[src/rtl/gray_pkg.sv]
// Shared Gray-code definitions used by the counter, the converters and the checkers.
package gray_pkg;

  localparam int GRAY_W_DEFAULT = 4;

  // Generic 32-bit conversion; callers truncate to their own width.
  function automatic logic [31:0] bin2gray(input logic [31:0] b);
    return b ^ (b >> 1);
  endfunction

endpackage

[src/rtl/bin2gray_conv.sv]
// Purely combinational binary-to-Gray converter.
module bin2gray_conv
  import gray_pkg::*;
#(
  parameter int WIDTH = GRAY_W_DEFAULT
) (
  input  logic [WIDTH-1:0] i_bin,
  output logic [WIDTH-1:0] o_gray
);

  assign o_gray = i_bin ^ (i_bin >> 1);

endmodule

[src/rtl/gray_count_gen.sv]
// Up/down counter holding a binary count and a Gray copy registered from the same next state.
module gray_count_gen
  import gray_pkg::*;
#(
  parameter int WIDTH = GRAY_W_DEFAULT
) (
  input  logic             i_clk,
  input  logic             i_rst,
  input  logic             i_en,
  input  logic             i_up_dn,
  input  logic             i_load,
  input  logic [WIDTH-1:0] i_load_val,
  output logic [WIDTH-1:0] o_bin_out,
  output logic [WIDTH-1:0] o_gray_out,
  output logic             o_wrap
);

  localparam logic [WIDTH-1:0] ZERO_V = {WIDTH{1'b0}};
  localparam logic [WIDTH-1:0] MAX_V  = {WIDTH{1'b1}};
  localparam logic [WIDTH-1:0] ONE_V  = {{(WIDTH-1){1'b0}}, 1'b1};

  logic [WIDTH-1:0] r_bin;
  logic [WIDTH-1:0] r_gray;
  logic             r_wrap;
  logic [WIDTH-1:0] w_bin_next;
  logic [WIDTH-1:0] w_gray_next;
  logic             w_wrap_next;

  // Next-state selection: load beats count, count beats hold.
  always_comb begin
    w_bin_next  = r_bin;
    w_wrap_next = 1'b0;
    case ({i_load, i_en, i_up_dn})
      3'b100, 3'b101, 3'b110, 3'b111: begin
        w_bin_next  = i_load_val;
        w_wrap_next = 1'b0;
      end
      3'b011: begin
        w_bin_next  = r_bin + ONE_V;
        w_wrap_next = (r_bin == MAX_V);
      end
      3'b010: begin
        w_bin_next  = r_bin - ONE_V;
        w_wrap_next = (r_bin == ZERO_V);
      end
      default: begin
        w_bin_next  = r_bin;
        w_wrap_next = 1'b0;
      end
    endcase
  end

  bin2gray_conv #(.WIDTH(WIDTH)) u_conv (
    .i_bin  (w_bin_next),
    .o_gray (w_gray_next)
  );

  // Output registers; reset overrides everything.
  always_ff @(posedge i_clk) begin
    if (i_rst) begin
      r_bin  <= ZERO_V;
      r_gray <= ZERO_V;
      r_wrap <= 1'b0;
    end else begin
      r_bin  <= w_bin_next;
      r_gray <= w_gray_next;
      r_wrap <= w_wrap_next;
    end
  end

  assign o_bin_out  = r_bin;
  assign o_gray_out = r_gray;
  assign o_wrap     = r_wrap;

endmodule

[config.mk]
export PLATFORM = sky130hd
export DESIGN_NAME = gray_count_gen
export DESIGN_NICKNAME = d
export VERILOG_FILES = /design/src/rtl/gray_pkg.sv /design/src/rtl/bin2gray_conv.sv /design/src/rtl/gray_count_gen.sv
export SDC_FILE = /design/constraint.sdc
export NUM_CORES = 1
export LEC_CHECK = 0
export CAP_MARGIN = 20
export CORE_ASPECT_RATIO = 1.4
export CORE_MARGIN = 2
export CORE_UTILIZATION = 30
export DETAILED_ROUTE_END_ITERATION = 16
export PLACE_DENSITY_LB_ADDON = 0.15
export SLEW_MARGIN = 20
export SYNTH_ARGS = -nofsm -noshare
export SYNTH_HDL_FRONTEND = slang
export SYNTH_HIERARCHICAL = 1
export SYNTH_SLANG_ARGS = --single-unit
[constraint.sdc]
create_clock -name i_clk -period 2.07 [get_ports i_clk]
set_input_delay 0.207 -clock i_clk [delete_from_list [all_inputs] [get_ports i_clk]]
set_output_delay 0.207 -clock i_clk [all_outputs]
set_load 0.01 [all_outputs]
# Word level (Yosys, flattened, before mapping)
# Cells that the tools add are included.
[op_classes]
muxes = 2
addsub = 2
n_reduce_logical = 2
eq_ne = 7
bitwise_logic = 1
[ops]
columns = ["cell", "count"]
rows = [
  ["$eq 3x3->1 const B", 4],
  ["$pmux 4 s3", 1],
  ["$eq 3x2->1 const B", 2],
  ["$add 4x1->4 const B", 1],
  ["$eq 4x4->1 const B", 1],
  ["$logic_not 4->1", 1],
  ["$reduce_or 4->1", 1],
  ["$sub 4x1->4 const B", 1],
  ["$xor 4x3->4", 1],
  ["$pmux 1 s2", 1],
]
[word_totals]
inputBits = 9
word_cells = 17
ff_bits = 9

# Longest topological paths before layout
[logic_depth]
ltp_word = 4
depth_mapped = 9
depth_no_buf = 8

# Hierarchy
# Netlist, hierarchy kept.
[by_module_without_submodules]
columns = ["mod", "seq_area_each_um2", "n_inst", "area_per_inst_um2", "cells_per_inst"]
rows = [
  ["gray_count_gen", 180.2, 1, 564.3, 61],
  ["bin2gray_conv", 0.0, 1, 33.8, 4],
]

# Worst setup path before layout
# OpenSTA, ideal clock, no wires.
[synth_path]
path_type = "input -> register"
start = "input port i_en"
end = "register r_gray[1] (netlist: o_gray_out[1])"
path_buffers = 1
cell_stages = 8
slack_ns = 0.114
setup_time_ns = 0.119
arrival_ns = 1.837
path_cell_list = "buf_6 nor3b_4 ha_1 or3_1 nand3_1 a21oi_1 xor2_1 nor2b_1"
[synth_between]
elab_chain_cells = 4
elab_cells_between_ends = 9
cone_classes = "eq/ne (6); mux (1); bitwise (1); reduce/logical (1)"
[synth_lines]
columns = ["item", "line", "text"]
rows = [
  ["start: declaration", "gray_count_gen.sv:9", "input logic i_en,"],
  ["$eq 3x3->1", "gray_count_gen.sv:33", "case ({i_load, i_en, i_up_dn})"],
  ["$reduce_or 4->1", "gray_count_gen.sv:33", ""],
  ["$pmux 4 s3 (*)", "gray_count_gen.sv:33", ""],
  ["named net w_bin_next[2]", "gray_count_gen.sv:25", "logic [WIDTH-1:0] w_bin_next;"],
  ["$xor 4x3->4 (*)", "bin2gray_conv.sv:11", "assign o_gray = i_bin ^ (i_bin >> 1);"],
  ["named net w_gray_next[1]", "gray_count_gen.sv:26", "logic [WIDTH-1:0] w_gray_next;"],
  ["end signal: assignment", "gray_count_gen.sv:66", "r_gray <= w_gray_next;"],
  ["end: declaration", "gray_count_gen.sv:23", "logic [WIDTH-1:0] r_gray;"],
]
# Mark *: on every way through the listed nets, which the timed path passes. The rest lies on a longest branch.
# A chain may end at the register's enable or synchronous reset.

# Worst setup path in the final report
[layout_path]
start = "input port i_load"
end = "register r_gray[1] (netlist: o_gray_out[1])"
[layout_between]
elab_chain_cells = 4
elab_cells_between_ends = 9
cone_classes = "eq/ne (6); mux (1); bitwise (1); reduce/logical (1)"
[layout_lines]
columns = ["item", "line", "text"]
rows = [
  ["start: declaration", "gray_count_gen.sv:11", "input logic i_load,"],
  ["$eq 3x3->1", "gray_count_gen.sv:33", ""],
  ["$reduce_or 4->1", "gray_count_gen.sv:33", ""],
  ["$pmux 4 s3 (*)", "gray_count_gen.sv:33", ""],
  ["named net w_bin_next[2]", "gray_count_gen.sv:25", ""],
  ["$xor 4x3->4 (*)", "bin2gray_conv.sv:11", ""],
  ["named net w_gray_next[1]", "gray_count_gen.sv:26", ""],
]
# Marks and branches as above.

==> results.sh <==
export IMPL_run_status="complete, no violations"
export IMPL_grtUsageMet2=0.1987
export IMPL_rr_worst_depth=7
export IMPL_hpwl_um=950.1
export IMPL_dr_total_vias=523
export IMPL_cellPowerDensity_nw_per_um2=564.1
export IMPL_drt_initial_drc_count=2
export IMPL_cts_max_path_buffers=2
export IMPL_holdWs_ns=0.6217
export IMPL_synth_warnings=6
export IMPL_cp_required_ns=2.20
export IMPL_final_util=0.4444
export IMPL_die_area_um2=2372
export IMPL_antenna_cells=0
export IMPL_holdPathStages=2
export IMPL_synth_seq_area_share=0.3013
export IMPL_met1_usage=0.1148
export IMPL_final_layout_size_suffix_gt1_frac=0.2159
export IMPL_rsz0062_at_grt="false"
export IMPL_grt_max_degree=11
export IMPL_cp_max_fo=3
export IMPL_fillCellCount=205
export IMPL_synth_area_um2=598.1
export IMPL_stdcell_count=109
export IMPL_cts_setup_buffers=0
export IMPL_start_util=0.3106
export IMPL_ant_nets=0
export IMPL_worstMarginPinSlew_ns=0.3579
export IMPL_setup_viol=0
export IMPL_port_buffers=17
export IMPL_period_share=0.9506
export IMPL_area_growth_pct=43.10
export IMPL_slew_headroom=0.7607
export IMPL_core_um2=1926
export IMPL_firstDrtPassIters=4
export IMPL_synthMuxAreaShare=0.05858
export IMPL_worstSkewPairLatency_ns=0.25
export IMPL_timing_fmax_ghz=0.5082
export IMPL_nets=100
export IMPL_clkSinkCount=9
export IMPL_ys_types=34
export IMPL_cts_tree="built"
export IMPL_cp_start_kind="input port"
export IMPL_vias_per_cell=4.798
export IMPL_grt_overflow=0
export IMPL_drv_cap=0
export IMPL_setup_tns_ns=0
export IMPL_post_route_drc_count=0
export IMPL_grt_pass1_wl_mm=2.042
export IMPL_antenna_found_initial=0
export IMPL_ir_drop_v=0.0002610
export IMPL_grt_busiest_layer="met2"
export IMPL_cts_root_buf="clkbuf_4"
export IMPL_synth_seq_cells=9
export IMPL_crit_type="in2reg"
export IMPL_drt_wirelength_per_cell_um=11.02
export IMPL_rows=19
export IMPL_dp_cells=105
export IMPL_htreeDepth=1
export IMPL_crit_arrival_ns=2.10
export IMPL_fin_skew_ns=0.0006380
export IMPL_synth_fa_ha_area_frac=0.04184
export IMPL_die_w_um=41.74
export IMPL_grt_pass1_vias=504
export IMPL_slew_viol_final=0
export IMPL_rrSetupSlack_ns=0.32
export IMPL_p_leak_nw=0.3362
export IMPL_hold_violations=0
export IMPL_synth_compound_area_frac=0.1569
export IMPL_min_path_type="reg2reg"
export IMPL_use_met3=0.01608
export IMPL_grt_util_all_layers=0.1157
export IMPL_routed_wirelength_mm=1.201
export IMPL_dieHeight_um=56.83
export IMPL_syn_nets=76
export IMPL_synth_xor_area_frac=0.1025
export IMPL_worstSetupEndpointType="register"
export IMPL_min_period_ns=1.968
export IMPL_synth_area_per_cell_um2=9.201
export IMPL_synth_top_family_by_area="simple AND/OR/NAND/NOR gates"
export IMPL_clk_pin_slew_ns=0.06
export IMPL_synthCells=65
export IMPL_cts_buffers=3
export IMPL_io_pins=18
export IMPL_synth_simple_area_share=0.2803
export IMPL_place_gp_congestion=0.7044
## cells in the mapped netlist
library cell  number  area [µm²]
nand4_1            1       6.260
buf_6              1       11.26
o211ai_1           1       7.510
dfxtp_1            9       180.2
nand3b_1           1       7.510
clkbuf_2           1       5.000
buf_4              2       15.01
and3_1             1       6.260
or4_1              1       7.510
or3_1              1       6.260
a21oi_2            1       8.760
a21oi_1            2       10.01
a31o_2             1       8.760
nor3_1             2       10.01
or2b_1             1       7.510
or2b_2             1       8.760
xnor2_1            2       17.52
o32ai_2            1       16.27
a211oi_1           1       7.510
mux2i_1            2       20.02
nand2_1            2       7.510
nand3_1            3       15.01
o21ai_0            2       10.01
nor2_1             2       7.510
nor3b_4            1       18.77
nor2b_1            8       50.05
mux2_4             1       15.01
inv_1              1       3.750
a31oi_1            2       12.51
xor2_1             5       43.79
a22oi_1            1       7.510
nor2b_2            1       8.760
o21ai_1            1       5.000
ha_1               2       25.02
## layer usage
metal / vias up / share of wire / wire, µm
met1: 228 / 0.40 / 484
met3: 2 / 0.048 / 58
met5: - / 0 / 0
met4: 0 / 0.022 / 27
li1: 278 / - / -
met2: 15 / 0.52 / 629
## report_power, final
| part | total (W) | internal, W | switching, W | leakage, nW |
|---|---|---|---|---|
| Clock | 0.000129 | 0.0000739 | 0.0000549 | 0.0150 |
| Combinational | 0.000151 | 0.0000879 | 0.0000629 | 0.247 |
| Sequential | 0.000203 | 0.000189 | 0.0000139 | 0.0745 |
| Total | 0.000483 | 0.000351 | 0.000132 | 0.336 |
## metrics by stage
step | worst slack (ns) | power [W] | instance area [µm²]
after floorplan | 0.1144 | 0.0002904 | 598.1
after global placement | -0.1844 | 0.0003502 | 808.3
after detailed placement | -0.2098 | 0.0003515 | 808.3
after CTS | 0.06118 | 0.0004849 | 834.6
after global routing | 0.01373 | 0.0005217 | 855.8
final | 0.1023 | 0.0004828 | 855.8
## worst paths after layout
check | from | to
worst max-delay path | i_load | o_gray_out[1]$_SDFF_PP0_
worst min-delay path | o_bin_out[0]$_SDFF_PP0_ | o_wrap$_SDFF_PP0_
worst max register to register | o_bin_out[1]$_SDFF_PP0_ | o_gray_out[1]$_SDFF_PP0_
worst min register to register | o_bin_out[0]$_SDFF_PP0_ | o_wrap$_SDFF_PP0_
## critical path, stage by stage
cell and delay, ns:
clkdlybuf4s50_1 0.45, nor3b_4 0.29, xor2_1 0.11, ha_1 0.20
or3_1 0.36, nand3_2 0.10, a21oi_2 0.07, xor2_1 0.16
nor2b_1 0.14
## flip-flops by register name (all words and copies together), names as in the netlist
signal and flops:
o_gray_out 4, o_bin_out 4, o_wrap 1
## timing repair
item,CTS,global route
resized for setup,0,4
endpoints found under the setup margin,0,2
hold buffers,0,0
## final cells by class
cell class / instances / area [µm²] / share of cell area
clock buffer: 4 / 26.28 / 0.03070
inverter: 1 / 3.754 / 0.004386
multi-input combinational: 51 / 404.1 / 0.4722
sequential: 9 / 180.2 / 0.2105
tap: 21 / 26.28 / 0.03070
timing repair buffer: 23 / 215.2 / 0.2515
## cells by family after synthesis
kind of cell / count (synthesis)
and+or+nand+nor: 26
AOI/OAI and AO/OA: 13
DFF: 9
xor gates and xnor gates: 7
buffers and inverters: 5
muxes: 3
adders and majority gates: 2
## cells in the final DEF, fill, tap and decap left out, types with 3 or more instances in the layout
cell type,synthesis,final
buf_4,2,6
clkbuf_4,0,3
clkdlybuf4s50_1,0,17
dfxtp_1,9,9
nor2b_1,8,8
xor2_1,5,5
Power figures use the tool's default switching activity.
